--- src/rtl/ex_result_forward_pkg.sv ---
// Shared types and constants for the EX->M->W result return path and its forwarding network.
// Forwarding behaviour is selected by the RES_FWD_EN macro (see ex_result_forward.sv).
package ex_result_forward_pkg;

  localparam int DATA_W_DFLT = 32;
  localparam int REG_AW_DFLT = 6;

  localparam logic [1:0] FWD_RF  = 2'd0;
  localparam logic [1:0] FWD_MEM = 2'd1;
  localparam logic [1:0] FWD_WB  = 2'd2;

  typedef struct packed {
    logic                   valid;
    logic                   wr;
    logic                   load;
    logic [REG_AW_DFLT-1:0] rd;
    logic [DATA_W_DFLT-1:0] data;
  } result_stage_t;

  // A stage can only satisfy a source operand if it holds a real, writing instruction.
  function automatic logic stage_hit(input result_stage_t s, input logic [REG_AW_DFLT-1:0] r);
    return s.valid & s.wr & (s.rd == r);
  endfunction

endpackage

--- src/rtl/ex_result_forward_fwd_match.sv ---
// Per-operand compare of one ID source register against the M and W result stages.
// RES_FWD_EN defined: forward (M non-load over W), hazard on M-stage load; undefined: hazard on any match.
module ex_result_forward_fwd_match
  import ex_result_forward_pkg::*;
#(
  parameter int DATA_W = DATA_W_DFLT,
  parameter int REG_AW = REG_AW_DFLT
) (
  input  logic [REG_AW-1:0] i_id_r,
  input  result_stage_t     i_m,
  input  result_stage_t     i_w,
  output logic [1:0]        o_sel,
  output logic [DATA_W-1:0] o_data,
  output logic              o_hazard
);

  logic w_m_hit;
  logic w_w_hit;
  logic w_unused;

  assign w_m_hit = stage_hit(i_m, i_id_r);
  assign w_w_hit = stage_hit(i_w, i_id_r);

`ifdef RES_FWD_EN
  assign w_unused = i_w.load;

  always_comb begin
    o_sel    = FWD_RF;
    o_data   = '0;
    o_hazard = 1'b0;
    // Load data is not available until the load reaches W, so an M-stage load match stalls.
    if (w_m_hit && i_m.load) begin
      o_hazard = 1'b1;
    end else if (w_m_hit) begin
      o_sel  = FWD_MEM;
      o_data = i_m.data;
    end else if (w_w_hit) begin
      o_sel  = FWD_WB;
      o_data = i_w.data;
    end
  end
`else
  assign w_unused = ^{i_m.load, i_m.data, i_w.load, i_w.data};

  always_comb begin
    o_sel    = FWD_RF;
    o_data   = '0;
    o_hazard = w_m_hit | w_w_hit;
  end
`endif

endmodule

--- src/rtl/ex_result_forward.sv ---
// EX->M->W result pipeline: drives the register-file write port, forwarded operands and load-use stall.
// Define RES_FWD_EN to enable operand forwarding; otherwise any M/W dependency stalls until writeback.
module ex_result_forward
  import ex_result_forward_pkg::*;
#(
  parameter int DATA_W = DATA_W_DFLT,
  parameter int REG_AW = REG_AW_DFLT
) (
  input  logic              clk,
  input  logic              rst_n,
  input  logic              ex_valid,
  input  logic              ex_wr_en,
  input  logic              ex_is_load,
  input  logic [REG_AW-1:0] ex_rd,
  input  logic [DATA_W-1:0] ex_result,
  input  logic [DATA_W-1:0] mem_rdata,
  input  logic [REG_AW-1:0] id_rs,
  input  logic [REG_AW-1:0] id_rt,
  output logic              rf_we,
  output logic [REG_AW-1:0] rf_waddr,
  output logic [DATA_W-1:0] rf_wdata,
  output logic [1:0]        fwd_rs_sel,
  output logic [1:0]        fwd_rt_sel,
  output logic [DATA_W-1:0] fwd_rs_data,
  output logic [DATA_W-1:0] fwd_rt_data,
  output logic              stall
);

  result_stage_t r_m;
  result_stage_t r_w;
  logic          w_haz_rs;
  logic          w_haz_rt;
  logic          w_stall;

  // M stage: capture EX; a stalled cycle turns the EX slot into a bubble
  always_ff @(posedge clk or negedge rst_n) begin
    if (!rst_n) begin
      r_m <= '0;
    end else begin
      r_m.valid <= ex_valid & ~w_stall;
      r_m.wr    <= ex_wr_en;
      r_m.load  <= ex_is_load;
      r_m.rd    <= ex_rd;
      r_m.data  <= ex_result;
    end
  end

  // W stage: loads pick up memory read data here
  always_ff @(posedge clk or negedge rst_n) begin
    if (!rst_n) begin
      r_w <= '0;
    end else begin
      r_w.valid <= r_m.valid;
      r_w.wr    <= r_m.wr;
      r_w.load  <= r_m.load;
      r_w.rd    <= r_m.rd;
      r_w.data  <= r_m.load ? mem_rdata : r_m.data;
    end
  end

  assign rf_we    = r_w.valid & r_w.wr;
  assign rf_waddr = r_w.rd;
  assign rf_wdata = r_w.data;

  ex_result_forward_fwd_match #(
    .DATA_W (DATA_W),
    .REG_AW (REG_AW)
  ) u_fwd_rs (
    .i_id_r   (id_rs),
    .i_m      (r_m),
    .i_w      (r_w),
    .o_sel    (fwd_rs_sel),
    .o_data   (fwd_rs_data),
    .o_hazard (w_haz_rs)
  );

  ex_result_forward_fwd_match #(
    .DATA_W (DATA_W),
    .REG_AW (REG_AW)
  ) u_fwd_rt (
    .i_id_r   (id_rt),
    .i_m      (r_m),
    .i_w      (r_w),
    .o_sel    (fwd_rt_sel),
    .o_data   (fwd_rt_data),
    .o_hazard (w_haz_rt)
  );

  // Depends only on ID sources and stage registers, never on ex_* inputs.
  assign w_stall = w_haz_rs | w_haz_rt;
  assign stall   = w_stall;

endmodule

--- config.mk ---
export PLATFORM = sky130hd
export DESIGN_NAME = ex_result_forward
export DESIGN_NICKNAME = d
export VERILOG_FILES = /design/src/rtl/ex_result_forward_pkg.sv /design/src/rtl/ex_result_forward_fwd_match.sv /design/src/rtl/ex_result_forward.sv
export SDC_FILE = /design/constraint.sdc
export NUM_CORES = 1
export LEC_CHECK = 0
export CORE_MARGIN = 2
export CORE_UTILIZATION = 36
export CTS_BUF_LIST = sky130_fd_sc_hd__clkbuf_4
export CTS_CLUSTER_DIAMETER = 50
export DETAILED_ROUTE_END_ITERATION = 7
export PLACE_DENSITY_LB_ADDON = 0.15
export SYNTH_ARGS = -nofsm -noshare
export SYNTH_HDL_FRONTEND = slang
export SYNTH_SLANG_ARGS = --single-unit
export TNS_END_PERCENT = 50
--- constraint.sdc ---
create_clock -name clk -period 1.3 [get_ports clk]
set_input_delay 0.325 -clock clk [delete_from_list [all_inputs] [get_ports clk]]
set_output_delay 0.325 -clock clk [all_outputs]
set_load 0.01 [all_outputs]
==> results by group, run 1 <==
Run status
  – Outcome: finished with violations
  – Failing checks: setup timing

GRT
  – Total routing usage reported by global routing: 12.3%
  – Antenna violations before repair: 0
  – Largest net degree at the start of global routing: 34
  – Wire length of the first global-routing pass: roughly 9500 microns
  – Vias in the first global route: around 1.9k
  – Total grt overflow: 0

Timing
  – Number of failing setup endpoints in the final timing report: 9
  – Final Max Slew Viols: 0
  – Period Utilization, post-route: 153%
  – Final critical path time including I/O delays and setup: a little under 2000 ps
  – Setup TNS: -1820 ps
  – Setup ws final: -684 ps
  – Hold violation count in the final report: 0
  – Fmax: around 0.5 GHz
  – Clock Skews: ~17 ps
  – Setup repair after global routing missed its margin: yes

Critical path
  – Arrival time of data at the critical path endpoint: ~1700 ps
  – Startpoint type of the worst setup path: flop
  – Setup crit end kind: output port
  – Type of the worst setup path: reg2out
  – Required time reported for the critical path endpoint: 980 ps
  – Maximum fanout encountered on the critical timing path: 2

Logic synthesis
  – Area share of xor/xnor cells in the synthesized design: under 10%
  – Post-Syn Area: around 0.0035 sq mm
  – Combinational family with the most area after synthesis: buffers and inverters
  – Unique cell type count in the Yosys netlist: 17
  – Total of flip-flops plus latches after synthesis: between 80 and 90
  – Synthesized-area fraction occupied by and/or/nand/nor cells: under 10%
  – Post-synthesis cell count: 262
  – Syn avg cell area: roughly 13 sq um
  – Compound-gate portion of the synthesized area: 0.215%
  – Proportion of synthesized chip area in sequential cells: between 50% and 60%
  – Synth Area in Adders: 0%
  – Mux contribution to synthesized area: 10.3%
  – Warning count from the yosys run: 0

Power and ir drop
  – Leakage Power: between 2 and 2.5 nW
  – IR drop worst, VDD: roughly 0.57 mV
  – Pwr dens: roughly 1100 mW/mm^2

Route
  – Vias per Instance: around 3.9
  – Routed WL: 6380 microns
  – Number of nets with antenna violations after routing: 0
  – First DRT Iteration DRCs: 16
  – DR pass1 iterations: 4
  – Drc violations: 0
  – Via Count: 1981
  – Detailed-route wire length per cell: between 10 and 15 microns

Finish
  – Synthesis-to-layout area growth: 34.1%
  – Post-layout net count: roughly 460
  – Most common cell after layout, fill and taps aside: clkdlybuf4s50_1
  – Number of fill cells in the layout: ~870
  – Share of cells above drive strength 1: between 20% and 30%
  – Number of antenna cells inserted: 0
  – Highest-count cells in the layout ignoring fill and taps: clkdlybuf4s50_1, dfrtp_1, conb_1
  – Post-Layout Inst Area: roughly 0.0047 sq mm

Place
  – Weighted congestion reported at the end of routability-driven placement: roughly 0.8
  – Post-Place Cell Area: between 0.004 and 0.005 sq mm
  – Detailed placer's ending HPWL: just under 5000 microns
  – Port Buf Inserts: 126

Clock network
  – Clock Sinks: 81
  – Clock tree buffer depth: 2
  – Number of H-tree levels: 3
  – CTS Buf Count: 9
  – Clock slew at reported path FFs: about 150 ps
  – Buffer cell driving the clock tree root: clkbuf_4
  – Clock latency on the worst-skew pair: 420 ps
  – TritonCTS clock tree: yes

Floorplan
  – Count of standard-cell rows: 35
  – Initial core utilization: between 30% and 40%
  – Die area: approximately 0.011 sq mm
  – Y dimension of the die: 103 microns
  – Number of placed I/O pins: 195
  – Die extent in x: 103 microns
  – Core Box Area: slightly above 0.009 sq mm

Job
  – Number of maximum-capacitance violations: 0

Min path
  – Path category of the worst min-delay check: in2async
critical path, stage by stage, from the launching register on:
cell and delay (ps):
dfrtp_1 410, xor2_1 140, nor4_1 300, nand4_1 180
nand3_2 120, buf_6 100
what timing repair did:
| item | CTS | global route |
|---|---|---|
| endpoints found under the setup margin | 41 | 40 |
| resized for setup | 182 | 11 |
| setup buffers | 2 | 2 |
| pin swaps | 7 | 5 |
| hold buffers | 1 | 0 |
| hold endpoints to repair | 18 | 0 |
state kept, by name (all words and copies together) (netlist names):
| register | cells |
|---|---|
| r_m | 41 |
| r_w | 2 |
| rf_waddr | 6 |
| rf_wdata | 32 |
metal layers:
| layer | vias up | GRT usage (%) | routed length, microns |
|---|---|---|---|
| met3 | 5 | 5.15 | 702 |
| met4 | 0 | 5.23 | 54 |
| met1 | 961 | 14.0 | 2310 |
| met5 | - | 0 | 0 |
| met2 | 115 | 20.3 | 3310 |
| li1 | 900 | - | - |
cells in the mapped netlist, drive strengths merged:
| library cell | instances | area (sq um) |
|---|---|---|
| buf | 109 | 811 |
| dfrtp | 81 | 2030 |
| mux2 | 32 | 360 |
| xor2 | 18 | 158 |
| xnor2 | 6 | 52.6 |
| nor4 | 4 | 25.0 |
| nand2 | 2 | 7.51 |
| nand4 | 2 | 12.5 |
| nor3 | 2 | 10.0 |
| a22oi | 1 | 7.51 |
| and4 | 1 | 8.76 |
| clkbuf | 1 | 3.75 |
| conb | 1 | 3.75 |
| inv | 1 | 3.75 |
| nand3 | 1 | 5.00 |
cells by family (layout without fill, tap and decap cells):
kind of cell	Yosys count	in the layout
other	1	68
XOR/XNOR	24	24
flip-flops	81	81
AND/OR/NAND/NOR	12	12
buffers and inverters	111	162
AO/OA/AOI/OAI	1	1
multiplexers	32	32
metrics by stage:
step,std cells,total power [W],setup WS (ps),utilization [%],hold slack (ps)
6_report,509,0.00530,-684,50.2,317
5_1_grt,509,0.00561,-815,50.2,258
4_1_cts,507,0.00537,-799,49.4,265
3_5_place_dp,488,0.00364,-1100,48.2,233
3_3_place_gp,488,0.00363,-1060,48.2,232
2_1_floorplan,329,0.00333,-44.2,-,29.4
final cells by class:
type	count	area [sq um]	area share [%]
clock inverters	7	100	2.14
inverters	1	3.75	0.0801
clock buffers	9	67.6	1.44
repair buffers	145	1410	30.0
flip-flops and latches	81	2030	43.2
multi-input cells	137	921	19.6
well taps	129	161	3.44
worst paths after layout:
path	startpoint	end	slack, ps	cells past startpoint
worst min register to register	r_m[40]	r_w[40]	390	0
worst max-delay path	rf_waddr[0]	stall	-680	5
worst min-delay path	rst_n	r_m[19]	320	2
worst max register to register	r_m[37]	r_m[40]	-60	4
min in group clk	ex_result[20]	r_m[20]	320	1
max in group asynchronous	rst_n	r_m[27]	500	3
power by group:
part           switching (W)  leakage, nW  internal (W)  total, W
registers          0.0000599        0.944       0.00267   0.00273
clock network       0.000917       0.0865      0.000801   0.00172
logic               0.000355         1.12      0.000497  0.000852
Power figures use the tool's default switching activity.
==> run 2: changes to the inputs <==
--- a/config.mk
+++ b/config.mk
@@ -6,7 +6,7 @@
 export NUM_CORES = 1
 export LEC_CHECK = 0
 export CORE_MARGIN = 2
-export CORE_UTILIZATION = 36
+export CORE_UTILIZATION = 43
 export CTS_BUF_LIST = sky130_fd_sc_hd__clkbuf_4
 export CTS_CLUSTER_DIAMETER = 50
 export DETAILED_ROUTE_END_ITERATION = 7
==> constraint.sdc (replaced) <==
create_clock -name clk -period 2.57 [get_ports clk]
set_input_delay 0.6425 -clock clk [delete_from_list [all_inputs] [get_ports clk]]
set_output_delay 0.6425 -clock clk [all_outputs]
set_load 0.01 [all_outputs]
==> run 2 against run 1 <==
The flow now finishes without violations. Via count shrank 1.7%. Combinational power shrank 51%. Setup slack improved by 770 ps. Sequential share of layout area grew 0.85 points. Die area decreased by 16%. Critical path depth up 1. Largest power group unchanged. Highest routed layer unchanged.
==> results by group, run 2 (synthesized netlist as in run 1, its figures left out) <==
Route
  – Vias per Instance: 4.09 (+5.1%)
  – Via Count: 1947 (-1.7%)
  – DR pass1 iterations: 2 (-2)
  – Detailed-route wire length per cell: 12.7 microns (+1.3%)
  – First DRT Iteration DRCs: 31 (+15)
  – Drc violations: 0 (unchanged)
  – Number of nets with antenna violations after routing: 0 (unchanged)
  – Routed WL: 6040 microns (-5.3%)

Floorplan
  – Initial core utilization: 44.8% (+7.3 points)
  – Die extent in x: 94.2 microns (-8.2%)
  – Die area: 0.00887 sq mm (-16%)
  – Count of standard-cell rows: 32 (-8.6%)
  – Y dimension of the die: 94.2 microns (-8.2%)
  – Core Box Area: 0.00781 sq mm (-16%)
  – Number of placed I/O pins: 195 (unchanged)

Min path
  – Path category of the worst min-delay check: in2async

Timing
  – Hold violation count in the final report: 0 (unchanged)
  – Clock Skews: 11.9 ps (-5.00 ps)
  – Period Utilization, post-route: ~97%
  – Setup repair after global routing missed its margin: no
  – Final Max Slew Viols: 0 (unchanged)
  – Number of failing setup endpoints in the final timing report: 0 (-9)
  – Final critical path time including I/O delays and setup: between 2000 and 2500 ps
  – Fmax: 0.403 GHz

Run status
  – Outcome: finished, final reports clean

Finish
  – Synthesis-to-layout area growth: 31.5%
  – Post-Layout Inst Area: 0.00460 sq mm (-1.9%)
  – Max reg flops: 41 (unchanged)
  – Register containing the most flip-flops in the final layout: r_m
  – Share of cells above drive strength 1: 16.8% (-12 points)
  – Most common cell after layout, fill and taps aside: clkdlybuf4s50_1
  – Number of antenna cells inserted: 0 (unchanged)
  – Post-layout net count: 457 (-1.1%)
  – Highest-count cells in the layout ignoring fill and taps: clkdlybuf4s50_1, dfrtp_1, conb_1

Critical path
  – Minimum setup slack among reg-to-reg paths: 270 ps (+330 ps)
  – Type of the worst setup path: in2out
  – Count of cells along the worst register-to-register path: 12 (+8)
  – Maximum fanout encountered on the critical timing path: 2 (unchanged)
  – Arrival time of data at the critical path endpoint: 1840 ps (+180 ps)
  – Slowest cell on the critical path: clkdlybuf4s50_1
  – Crit Reg-Reg Endpoint: r_m[40]
  – Sequence of cells on the critical path: clkdlybuf4s50_1 -> xor2_1 -> nor3_1 -> a22oi_1 -> nand3_1 -> buf_2
  – Largest stage delay on the critical path: 490 ps (+80 ps)
  – Required time reported for the critical path endpoint: 1930 ps (+950 ps)
  – Worst reg2reg path startpoint: rf_waddr[5]
  – Worst setup path start: id_rt[0]
  – Startpoint type of the worst setup path: input port
  – Number of buffers and inverters on the critical path: 2 (+1)
  – Cell class contributing the biggest share of worst-path delay: buffers and inverters
  – Setup crit end kind: output port

Clock network
  – Clock tree buffer depth: 2 (unchanged)
  – Clock slew at reported path FFs: 130 ps (-20 ps)
  – Buffer cell driving the clock tree root: clkbuf_4
  – Number of H-tree levels: 3 (unchanged)
  – Clock Sinks: 81 (unchanged)
  – TritonCTS clock tree: yes
  – Clock latency on the worst-skew pair: 400 ps (-20 ps)
  – CTS Buf Count: 9 (unchanged)

Power and ir drop
  – IR drop worst, VDD: 0.321 mV (-43%)
  – Sequential Power Share: 52.7% (+1.2 points)
  – P_int: 0.00199 W (-50%)
  – Overall power of the completed layout: 0.00262 W (-51%)
  – Reported net switching power: 0.000625 W (-53%)
  – Leakage Power: 2.08 nW (-3.4%)
  – Clock share of power: 31.4% (-1.0 points)
  – Pwr dens: 569 mW/mm^2 (-50%)
  – Share of power burned in combinational logic: 15.9% (-0.2 points)
  – Switching Share: 23.9% (-1.2 points)

Place
  – Port Buf Inserts: 126 (unchanged)
  – Detailed placer's ending HPWL: 4560 microns (-5.4%)
  – Post-Place Cell Area: 0.00438 sq mm (-2.8%)
  – Weighted congestion reported at the end of routability-driven placement: 0.794 (-1.2%)

GRT
  – Vias in the first global route: 2029 (+5.3%)
  – Total routing usage reported by global routing: 14.2% (+1.9 points)
  – Wire length of the first global-routing pass: 9340 microns (-1.8%)
  – Antenna violations before repair: 0 (unchanged)
  – Total grt overflow: 0 (unchanged)
  – Largest net degree at the start of global routing: 61 (+79%)

Job
  – Number of maximum-capacitance violations: 0 (unchanged)
==> run 2: routing by layer <==
layer,wire (microns),track usage (%),vias up
met5,0,0,-
met1,2100,15.3,928
met4,117,6.40,0
met3,769,7.06,11
met2,3060,23.3,122
li1,-,-,886
==> run 2: metrics by stage <==
stage               TNS, ps  hold slack [ps]  util (%)  cells  setup WS [ps]
floorplan                 0              347         -    329            650
global placement       -435              357      56.1    453           -435
detailed placement     -449              360      56.1    453           -449
CTS                       0             74.5      58.8    477           67.6
global route              0             70.6      58.9    476           11.7
finish                    0             91.1      58.9    476           88.9
==> run 2: worst max-delay path by stage <==
stage	end	slack [ps]	cells after the start
after floorplan	stall	650	4
after global placement	stall	-430	6
after detailed placement	stall	-450	6
after CTS	stall	70	6
after global routing	stall	10	6
final	stall	90	6
==> run 2: cell type report <==
class	count	area (sq um)
tap	102	128
sequential	81	2030
clock buffer	9	67.6
multi-input combinational	137	917
clock inverter	6	90.1
fill	661	3210
timing repair buffer	140	1360
inverter	1	3.75
==> run 2: power by group through the flow <==
stage | combinational (W) | sequential (W) | clock (W)
detailed placement | 0.000422 | 0.00140 | 0
global route | 0.000455 | 0.00139 | 0.000919
finish | 0.000416 | 0.00138 | 0.000821
CTS | 0.000420 | 0.00138 | 0.000858
global placement | 0.000419 | 0.00140 | 0
floorplan | 0.000286 | 0.00140 | 0
==> run 2: what timing repair did <==
action	in CTS	in global routing
gates resized for setup	12	3
setup endpoints to repair	1	1
hold buffers	0	0
cloned	0	0
pin swaps	8	2
setup buffers	9	0
==> run 3: changes to the inputs <==
==> constraint.sdc (replaced) <==
create_clock -name clk -period 3.1 [get_ports clk]
set_input_delay 0.775 -clock clk [delete_from_list [all_inputs] [get_ports clk]]
set_output_delay 0.775 -clock clk [all_outputs]
set_load 0.01 [all_outputs]
==> run 3 against run 2 <==
Hold slack gained 300 ps. Clock power fell by 20%. Core utilization is 1.2 points lower.
==> results by group, run 3 (synthesized netlist as in run 1, its figures left out) <==
Place
  – Weighted congestion reported at the end of routability-driven placement: 0.788 (-0.69%)
  – Post-Place Cell Area: 0.00436 sq mm (-0.46%)
  – Number of cells in the design after placement: 452 (-0.22%)
  – Worst setup slack before clock tree synthesis: -226 ps (+223 ps)
  – Port Buf Inserts: 126 (unchanged)
  – Detailed placer's ending HPWL: 4580 microns (+0.54%)

Power and ir drop
  – IR drop worst, VDD: 0.301 mV (-6.3%)
  – Switching Share: 23.1% (-0.79 points)
  – Reported net switching power: 0.000495 W (-21%)
  – Sequential Power Share: 53.5% (+0.8 points)
  – Leakage Power: 2.01 nW (-3.6%)
  – P_int: 0.00165 W (-17%)
  – Pwr dens: 476 mW/mm^2 (-16%)
  – Clock share of power: 30.6% (-0.8 points)
  – Share of power burned in combinational logic: 15.9% (about the same)

Finish
  – Synthesis-to-layout area growth: 28.9%
  – Max reg flops: 41 (unchanged)
  – Number of antenna cells inserted: 0 (unchanged)
  – Number of fill cells in the layout: 661 (unchanged)
  – Most common cell after layout, fill and taps aside: clkdlybuf4s50_1
  – Post-layout net count: 448 (-2.0%)
  – Share of cells above drive strength 1: 13.8% (-3.1 points)
  – Register containing the most flip-flops in the final layout: r_m
  – Post-Layout Cell Count: 465 (-2.3%)
  – Post-Layout Inst Area: 0.00451 sq mm (-2.0%)
  – Highest-count cells in the layout ignoring fill and taps: clkdlybuf4s50_1, dfrtp_1, conb_1

Critical path
  – Type of the worst setup path: in2out
  – Maximum fanout encountered on the critical timing path: 2 (unchanged)
  – Largest stage delay on the critical path: 460 ps (-30 ps)
  – Sequence of cells on the critical path: clkdlybuf4s50_1 -> xor2_1 -> nor4_2 -> nand4_1 -> nand3_1 -> dlygate4sd2_1
  – Worst reg2reg path startpoint: r_m[38]
  – Arrival time of data at the critical path endpoint: 2220 ps (+380 ps)
  – Worst setup path start: id_rt[5]
  – Count of cells along the worst register-to-register path: 2 (-10)
  – Slowest cell on the critical path: clkdlybuf4s50_1
  – Setup crit end kind: output port
  – Required time reported for the critical path endpoint: 2320 ps (+390 ps)
  – Startpoint type of the worst setup path: input port

GRT
  – Largest net degree at the start of global routing: 82 (+34%)
  – Total grt overflow: 0 (unchanged)
  – Wire length of the first global-routing pass: 9040 microns (-3.2%)
  – Vias in the first global route: 1953 (-3.7%)
  – Total routing usage reported by global routing: 13.9% (-0.31 points)
  – Antenna violations before repair: 0 (unchanged)

Floorplan
  – Y dimension of the die: 94.2 microns (unchanged)
  – Count of standard-cell rows: 32 (unchanged)
  – Initial core utilization: 44.8% (unchanged)
  – Number of placed I/O pins: 195 (unchanged)
  – Core Box Area: 0.00781 sq mm (unchanged)
  – Die extent in x: 94.2 microns (unchanged)
  – Die area: 0.00887 sq mm (unchanged)

Timing
  – Setup ws final: 105 ps (+16.2 ps)
  – Setup TNS: 0 ps (unchanged)
  – Max_slew headroom: 34.6%
  – Setup repair after global routing missed its margin: no
  – Hold violation count in the final report: 0 (unchanged)
  – Number of failing setup endpoints in the final timing report: 0 (unchanged)
  – Clock Skews: 15.0 ps (+3.13 ps)
  – Final critical path time including I/O delays and setup: 2990 ps
  – Period Utilization, post-route: between 90 and 100%
  – Final Max Slew Viols: 0 (unchanged)
  – Worst Tran Pin Value: roughly 980 ps
  – Fmax: ~0.33 GHz

Route
  – Routed WL: 6020 microns (-0.28%)
  – Detailed-route wire length per cell: 13.0 microns (+2.1%)
  – DR pass1 iterations: 4 (+2)
  – Via Count: 1894 (-2.7%)
  – First DRT Iteration DRCs: 47 (+52%)
  – Vias per Instance: 4.07 (-0.42%)
  – Drc violations: 0 (unchanged)
  – Number of nets with antenna violations after routing: 0 (unchanged)

Clock network
  – CTS Buf Count: 9 (unchanged)
  – Clock Sinks: 81 (unchanged)
  – TritonCTS clock tree: yes
  – Clock slew at reported path FFs: 110 ps (-20 ps)
  – Post-cts hold buffer count: 0 (unchanged)
  – Buffer cell driving the clock tree root: clkbuf_4
  – Number of H-tree levels: 3 (unchanged)
  – Clock tree buffer depth: 2 (unchanged)
  – Clock latency on the worst-skew pair: 410 ps (about the same)

Min path
  – Path category of the worst min-delay check: reg2reg
  – Worst hold path cell count: 0
  – Startpoint of the most critical hold path: r_m[40]

Run status
  – Outcome: finished, final reports clean

Job
  – Number of maximum-capacitance violations: 0 (unchanged)
==> run 3: path summary, 6_finish.rpt <==
check                                    to  slack, ps
worst max register to register  rf_wdata[6]       1600
worst max-delay path                  stall        110
max in group asynchronous           r_m[37]       1940
min in group asynchronous           r_m[20]        520
worst min register to register      r_w[40]        390
worst min-delay path                r_w[40]        390
==> run 3: power groups by stage <==
stage	logic, W	registers (W)	clock network (W)
after global placement	0.000341	0.00117	0
after CTS	0.000345	0.00115	0.000687
final	0.000341	0.00115	0.000657
after detailed placement	0.000343	0.00117	0
after floorplan	0.000237	0.00116	0
after global routing	0.000371	0.00115	0.000729
==> run 3: what timing repair did <==
action | CTS | global route
setup buffers | 0 | 0
gates resized for setup | 2 | 0
setup endpoints to repair | 1 | 0
==> run 3: area by class of cell <==
cell class	count	area, sq um	area share [%]
repair buffers	131	1290	28.7
clock buffers	10	75.1	1.67
inverters	1	3.75	0.0833
well taps	102	128	2.83
clock inverters	3	68.8	1.53
multi-input cells	137	908	20.2
flip-flops and latches	81	2030	45.0
==> run 3: critical path, delay by kind of cell <==
family	cells	cell delay, ps
xor+xnor	1	170
buf+inv	2	730
simple gates	3	540
==> run 3: per-stage QoR <==
step           hold WS, ps  total power [W]  utilization [%]
2_1_floorplan          354          0.00140                -
3_3_place_gp           357          0.00151             55.8
3_5_place_dp           372          0.00151             55.8
4_1_cts                395          0.00218             57.7
5_1_grt                419          0.00225             57.7
6_report               395          0.00214             57.7
==> run 3: metal layers <==
metal | global-route usage (%) | vias up | share of wire [%]
li1 | - | 860 | -
met1 | 14.5 | 902 | 36
met2 | 22.6 | 122 | 49
met3 | 7.06 | 10 | 13
met4 | 7.37 | 0 | 2.1
met5 | 0 | - | 0
